--- src/rtl/fp_mant_divider.sv ---
// Iterative radix-2 restoring divider for FPU mantissa quotients: one quotient bit per cycle,
// Q = floor(Mx * 2^(WIDTH+1) / My) plus a sticky bit. Define DIV_EARLY_TERM_EN to stop on a zero remainder.
module fp_mant_divider #(
  parameter int WIDTH = 24
) (
  input  logic             CLK,
  input  logic             RST,
  input  logic             start,
  input  logic [WIDTH-1:0] Mx_conc,
  input  logic [WIDTH-1:0] My_conc,
  output logic [WIDTH+1:0] Q,
  output logic             sticky,
  output logic             busy,
  output logic             done,
  output logic             div_by_zero
);

  localparam int ITER = WIDTH + 2;
  localparam int CW   = $clog2(ITER + 1);

  localparam logic [1:0] S_IDLE = 2'd0;
  localparam logic [1:0] S_CALC = 2'd1;
  localparam logic [1:0] S_DONE = 2'd2;

  logic [1:0]       state;
  logic [WIDTH:0]   rem;
  logic [WIDTH-1:0] dvs;
  logic [CW-1:0]    cnt;

  logic [WIDTH:0]   dvs_ext;
  logic             qbit;
  logic [WIDTH:0]   rem_next;
  logic [WIDTH+1:0] q_next;
  logic [WIDTH+1:0] q_final;
  logic             last_iter;
  logic             finish_now;

  // One restoring step: subtract only when the divisor fits.
  always_comb begin
    dvs_ext   = {1'b0, dvs};
    qbit      = (rem >= dvs_ext);
    rem_next  = qbit ? (rem - dvs_ext) : rem;
    q_next    = {Q[WIDTH:0], qbit};
    last_iter = (cnt == CW'(ITER - 1));
`ifdef DIV_EARLY_TERM_EN
    // A zero remainder means every remaining quotient bit is 0, so align Q as if they had been shifted in.
    finish_now = last_iter || (rem_next == '0);
    q_final    = q_next << (CW'(ITER - 1) - cnt);
`else
    finish_now = last_iter;
    q_final    = q_next;
`endif
  end

  always_ff @(posedge CLK or negedge RST) begin
    if (!RST) begin
      state       <= S_IDLE;
      rem         <= '0;
      dvs         <= '0;
      cnt         <= '0;
      Q           <= '0;
      sticky      <= 1'b0;
      busy        <= 1'b0;
      done        <= 1'b0;
      div_by_zero <= 1'b0;
    end else begin
      // NOTE: non-blocking default here makes done a single-cycle pulse; any branch below may override it.
      done <= 1'b0;
      case (state)
        S_IDLE, S_DONE: begin
          if (start) begin
            rem    <= {1'b0, Mx_conc};
            dvs    <= My_conc;
            cnt    <= '0;
            sticky <= 1'b0;
            if (My_conc == '0) begin
              state       <= S_DONE;
              Q           <= '1;
              busy        <= 1'b0;
              done        <= 1'b1;
              div_by_zero <= 1'b1;
            end else begin
              state       <= S_CALC;
              Q           <= '0;
              busy        <= 1'b1;
              div_by_zero <= 1'b0;
            end
          end else if (state == S_DONE) begin
            state <= S_IDLE;
          end
        end
        S_CALC: begin
          cnt <= cnt + 1'b1;
          if (finish_now) begin
            state  <= S_DONE;
            busy   <= 1'b0;
            done   <= 1'b1;
            Q      <= q_final;
            rem    <= rem_next;
            sticky <= (rem_next != '0);
          end else begin
            Q   <= q_next;
            // rem_next < divisor, so its MSB is zero and the shift loses nothing.
            rem <= {rem_next[WIDTH-1:0], 1'b0};
          end
        end
        default: state <= S_IDLE;
      endcase
    end
  end

endmodule
--- config.mk ---
export PLATFORM = sky130hd
export DESIGN_NAME = fp_mant_divider
export DESIGN_NICKNAME = d
export VERILOG_FILES = /design/src/rtl/fp_mant_divider.sv
export SDC_FILE = /design/constraint.sdc
export NUM_CORES = 1
export LEC_CHECK = 0
export ABC_AREA = 0
export ABC_CLOCK_PERIOD_IN_PS = 7400
export CAP_MARGIN = 25
export CORE_ASPECT_RATIO = 0.5
export CORE_UTILIZATION = 40
export DETAILED_ROUTE_END_ITERATION = 8
export GPL_ROUTABILITY_DRIVEN = 0
export SLEW_MARGIN = 20
export SYNTH_ARGS = -nofsm -noshare
export SYNTH_HDL_FRONTEND = slang
export SYNTH_SLANG_ARGS = --single-unit
export TNS_END_PERCENT = 1
--- constraint.sdc ---
create_clock -name CLK -period 7.4 [get_ports CLK]
set_input_delay 1.48 -clock CLK [delete_from_list [all_inputs] [get_ports CLK]]
set_output_delay 1.48 -clock CLK [all_outputs]
set_load 0.02 [all_outputs]
Word level (Yosys, flattened, before mapping)
Cells that the tools add are included.

operators by class
  $add $sub $neg = 2
  order comparisons = 1
  equality and inequality tests = 6
  muxes and demuxes = 25
  reduce and logical (&&, ||, !) cells = 9

operator list
  kind                   number
  $mux W25               3
  $mux W26               2
  $pmux W26 S2           1
  $pmux W25 S2           1
  $ge A25 B24 Y1         1
  $reduce_bool A25 Y1    1
  $sub A25 B24 Y25       1
  $logic_not A24 Y1      1
  $pmux W5 S2            1
  $mux W1                8
  $mux W2                4
  $pmux W1 S2            3
  $reduce_and A2 Y1      3
  $add A5 B1 Y5 const B  1
  $eq A5 B5 Y1 const B   1
  $mux W5                1
  $ne A2 B2 Y1 const B   2
  $pmux W2 S2            1
  $ne A3 B3 Y1 const B   1
  $reduce_and A3 Y1      1
  $eq A2 B1 Y1 const B   1
  $eq A2 B2 Y1 const B   1
  $logic_not A2 Y1       1
  $reduce_bool A2 Y1     1
  $reduce_or A2 Y1       1

storage, ports and cells
  register bits after elaboration = 86
  bits of input ports = 51
  output and inout port bits = 30
  logic and storage cells = 52

Logic depth before layout (Yosys ltp)
  depth in word-level cells = 5
  gate-level depth with buffers = 14

Worst setup path before layout
Ideal clock, no wire load.

  path type = register to register
  from = register rem[0]
  to = register sticky
  setup time = 0.136 ns
  data arrival time = 2.979 ns
  setup slack = 4.285 ns
  stages on the path, launching flop included = 13
  period minus slack after synthesis = 3.115 ns
  cells stage by stage = dfrtp_1 -> inv_1 -> ha_1 -> inv_1 -> fa_1 -> a21o_1 -> a311o_1 -> a311oi_2 -> a21oi_2 -> o311a_1 -> or4_1 -> o21ai_1 -> a31oi_1

between the ends
  cells in the longest elaborated chain, start to end = 5

RTL lines
  item                                                       RTL line  source
  start, declared                                            26        logic [WIDTH:0] rem;
  start signal, assigned                                     72        rem <= {1'b0, Mx_conc};
  start signal, assigned                                     99        rem <= rem_next;
  start signal, assigned                                     104       rem <= {rem_next[WIDTH-1:0], 1'b0};
  $sub A25 B24 Y25 / $ge A25 B24 Y1 (equally long branches)  42, 41
  $mux W25 *                                                 42        rem_next = qbit ? (rem - dvs_ext) : rem;
  $reduce_bool A25 Y1 *                                      100       sticky <= (rem_next != '0);
  $mux W1 *                                                  94        if (finish_now) begin
  $pmux W1 S2 *                                              69        case (state)
  end signal, assigned                                       100
  end, declared                                              12        output logic sticky,

Mark *: on every way between the ends. The rest lies on a longest branch, timed or not. The select of a mux whose other input is x is not followed.
A chain may end at the register's enable or synchronous reset.

Final worst setup path
  from = register dvs[1]
  to = register sticky

between the ends
  cells in the longest elaborated chain, start to end = 5

RTL lines
  item                                                       RTL line  source
  start, declared                                            27        logic [WIDTH-1:0] dvs;
  start signal, assigned                                     73        dvs <= My_conc;
  $sub A25 B24 Y25 / $ge A25 B24 Y1 (equally long branches)  42, 41
  $mux W25 *                                                 42
  $reduce_bool A25 Y1 *                                      100
  $mux W1 *                                                  94
  $pmux W1 S2 *                                              69

Marked as above.

==> summary.md <==
| Metric | Value |
|---|---|
| RR Endpoint | sticky |
| HP Class | register to register |
| Worst Setup End Kind | register |
| Post-synthesis cell count | 674 |
| Crit path max fanout | 22 |
| DRC | 0 |
| Num rows | 30 |
| EDFF count, synth | 0 |
| Yosys top cell area share | a little under two fifths |
| Dpl hpwl | between 10000 and 15000 um |
| Setup TNS | 0 ns |
| Initial cell density of the core | 41.72% |
| Unrepaired setup endpoints after global routing | false |
| Antenna Cells | 0 |
| First-pass DRT Iterations | 5 |
| Share of layout cells above drive strength 1 | 6.775% |
| Reg-to-reg startpoint | dvs[1] |
| I/O pins | between 80 and 90 |
| WL final | between 15000 and 20000 um |
| Final period util | between 40% and 50% |
| Initial antenna violation count | 0 |
| Congestion Overflow GR | 0 |
| Yosys Warn Count | 0 |
| Hold-fix buffers at CTS | 0 |
| Yosys top cell by area | dfrtp_1 |
| FF+latch count, synth | 86 |
| Max-slew violations | 0 |
| Clk slew on worst S/H paths | 0.08 ns |
| Total GRT Usage | 24.99% |
| Achievable Freq | 0.2749 GHz |
| Slew @ Worst Pin | 0.8382 ns |
| CP max stage cell | o31ai_2 |
| DIE WIDTH | 171.5 um |
| Die area | 14880 um2 |
| CTS tree | built |
| Post-DP Area | 6676 um2 |
| Vias in the first global route | 5145 |
| CP Launch Type | register |
| Clock Path Buffers | 2 |
| H-tree levels | 3 |
| Syn Area/Cell | about 8.5 um2 |
| Post-Syn Nets | 752 |
| Skew final | 0.01316 ns |
| Design Area, Final | just under 7000 um2 |
| Min-delay src | div_by_zero |
| Pin count of the biggest net entering global routing | 75 |
| 1st-iter DRT viols | 506 |
| Synth Area in Adders | 6.009% |
| Top post-synthesis cells by area | dfrtp_1 (37%), nand2_1 (8.2%), ha_1 (5.7%) |
| Layout Nets | between 800 and 900 |
| Rel. slew slack | between 40 and 50% |
| Crit path required time | between 7 and 8 ns |
| CTS Sinks | between 80 and 90 |
| Hold Path Cell Cnt | 1 |
| Count of cell types in the netlist | 70 |
| WL per Instance | 19.09 um |
| Most common cell after layout, fill and taps aside | nand2_1 |
| Min Tclk post-route | ~3.6 ns |
| WP data arrival | 3.86 ns |
| Final setup fails | 0 |
| R2R Setup Slk | 3.76 ns |
| Final ANT Viol Nets | 0 |
| Multiplexer area fraction after synthesis | about 3.5% |
| Port Buffers | 80 |
| Worst R2R Path Depth | 11 |
| Largest family of logic cells by synthesized area | compound AO/OA/AOI/OAI gates |
| Core box area | 13780 um2 |
| Synth Area in Compound Gates | 24.91% |
| Status | finished clean |
| Post-CTS Setup Inserts | 0 |
| XOR/XNOR share of the synthesized area | 2.591% |
| Seq/Total Area, Yosys | 37.45% |
| Netlist Area Pre-Place | 5747 um2 |
| Vias | 5463 |
| Hold Path Sink | div_by_zero |
| Clock root buffer master | clkbuf_16 |
| Die height | 86.76 um |
| Max stage delay on crit path | 0.64 ns |
| CTS buffer count | 9 |
| First-pass GRT wire length | 28190 um |
| Fin Hold WS | between 0.4 and 0.5 ns |
| Synth Area in Simple Gates | 20.01% |
| Ys async rst share | 100.0% |
| CP Cell Sequence | inv_1, ha_1, nand2b_1, a211oi_2, o21a_1, o31ai_2, nand2_2, mux2i_1, nand4_1, nor4_1, a31oi_1 |
| Clk_lat worst skew | 0.35 ns |
| Max cap viols | 0 |
| Final Hold Vio Count | 0 |
| Crit Path Class | register to register |
| Via density | 5.874 |
| Cts repair resizes | 0 |
| Commonest non-fill, non-tap cells in the layout | nand2_1 (125), dfrtp_1 (86), clkdlybuf4s50_1 (79) |
| P&R area growth vs syn | 21.18% |
| Top_reg_cell synth | dfrtp_1 |
==> registers in the layout, summed over array words and instances, names as in the netlist <==
register / cells
done: 1
Q: 26
cnt: 5
busy: 1
rem: 25
div_by_zero: 1
state: 2
sticky: 1
dvs: 24
==> critical path: cells and delay by family, from the launching register on <==
| family | cells | cell delay [ns] |
|---|---|---|
| AOI/OAI and AO/OA | 4 | 1.18 |
| and+or+nand+nor | 4 | 0.98 |
| muxes | 1 | 0.47 |
| DFF | 1 | 0.37 |
| adders and majority gates | 1 | 0.31 |
| buffers and inverters | 1 | 0.17 |
==> synth_stat cells, drive strengths merged (2+ instances only) <==
library cell,number
a21o,11
a221o,27
mux2i,20
o211ai,5
o21ai,59
o22ai,2
a21boi,3
xnor2,13
nor3,11
and4,2
a211oi,6
o221ai,2
inv,33
nor2,22
o2bb2ai,2
a21oi,45
and2,4
nor4,12
nor3b,2
or3,6
or4,2
o31ai,3
o31a,3
dfrtp,86
nand4,8
xor2,4
nand2,126
a31o,6
and3,9
o21a,6
clkbuf,30
nand2b,9
a31oi,20
nand3,22
nor2b,4
buf,10
ha,26
==> cell type report <==
type | instances | area, um2
clock inverters | 7 | 62.56
well taps | 192 | 240.2
clock buffers | 9 | 225.2
multi-input cells | 515 | 3298
repair buffers | 88 | 862.1
inverters | 33 | 123.9
fillers | 1333 | 6812
flip-flops and latches | 86 | 2152
==> through the flow <==
stage | cells | utilization (%) | setup WS [ns]
after global placement | 913 | 48.38 | 3.645
after detailed placement | 914 | 48.47 | 3.810
final | 930 | 50.55 | 3.762
after CTS | 930 | 50.55 | 3.889
after global routing | 930 | 50.55 | 3.470
after floorplan | 674 | - | 4.285
==> layer usage <==
metal / part of all wire (%) / global-route usage, % / vias to the layer above
met2: 39 / 33.93 / 225
met3: 9.6 / 5.890 / 21
met5: 0 / 0 / -
met4: 1.5 / 5.519 / 0
met1: 50 / 39.05 / 2648
li1: - / - / 2569
==> worst max path at each step <==
stage | end | cells past startpoint | slack, ns | start
detailed placement | Q[4] | 6 | 3.81 | start
global placement | cnt[2] | 6 | 3.65 | start
global route | sticky | 10 | 3.47 | rem[8]
CTS | sticky | 10 | 3.89 | rem[4]
floorplan | sticky | 12 | 4.29 | rem[0]
finish | sticky | 11 | 3.76 | dvs[1]
==> logic make-up (layout without fill, tap and decap cells) <==
group                    after synthesis  count (layout)
buffers and inverters                 73             137
AND/OR/NAND/NOR                      243             243
AO/OA/AOI/OAI                        208             208
adder cells (fa/ha/maj)               27              27
flip-flops                            86              86
XOR/XNOR                              17              17
multiplexers                          20              20
Power is left out: the tool's default activity adds up to more than one toggle a clock period on the data nets, which glitch-free logic cannot reach.
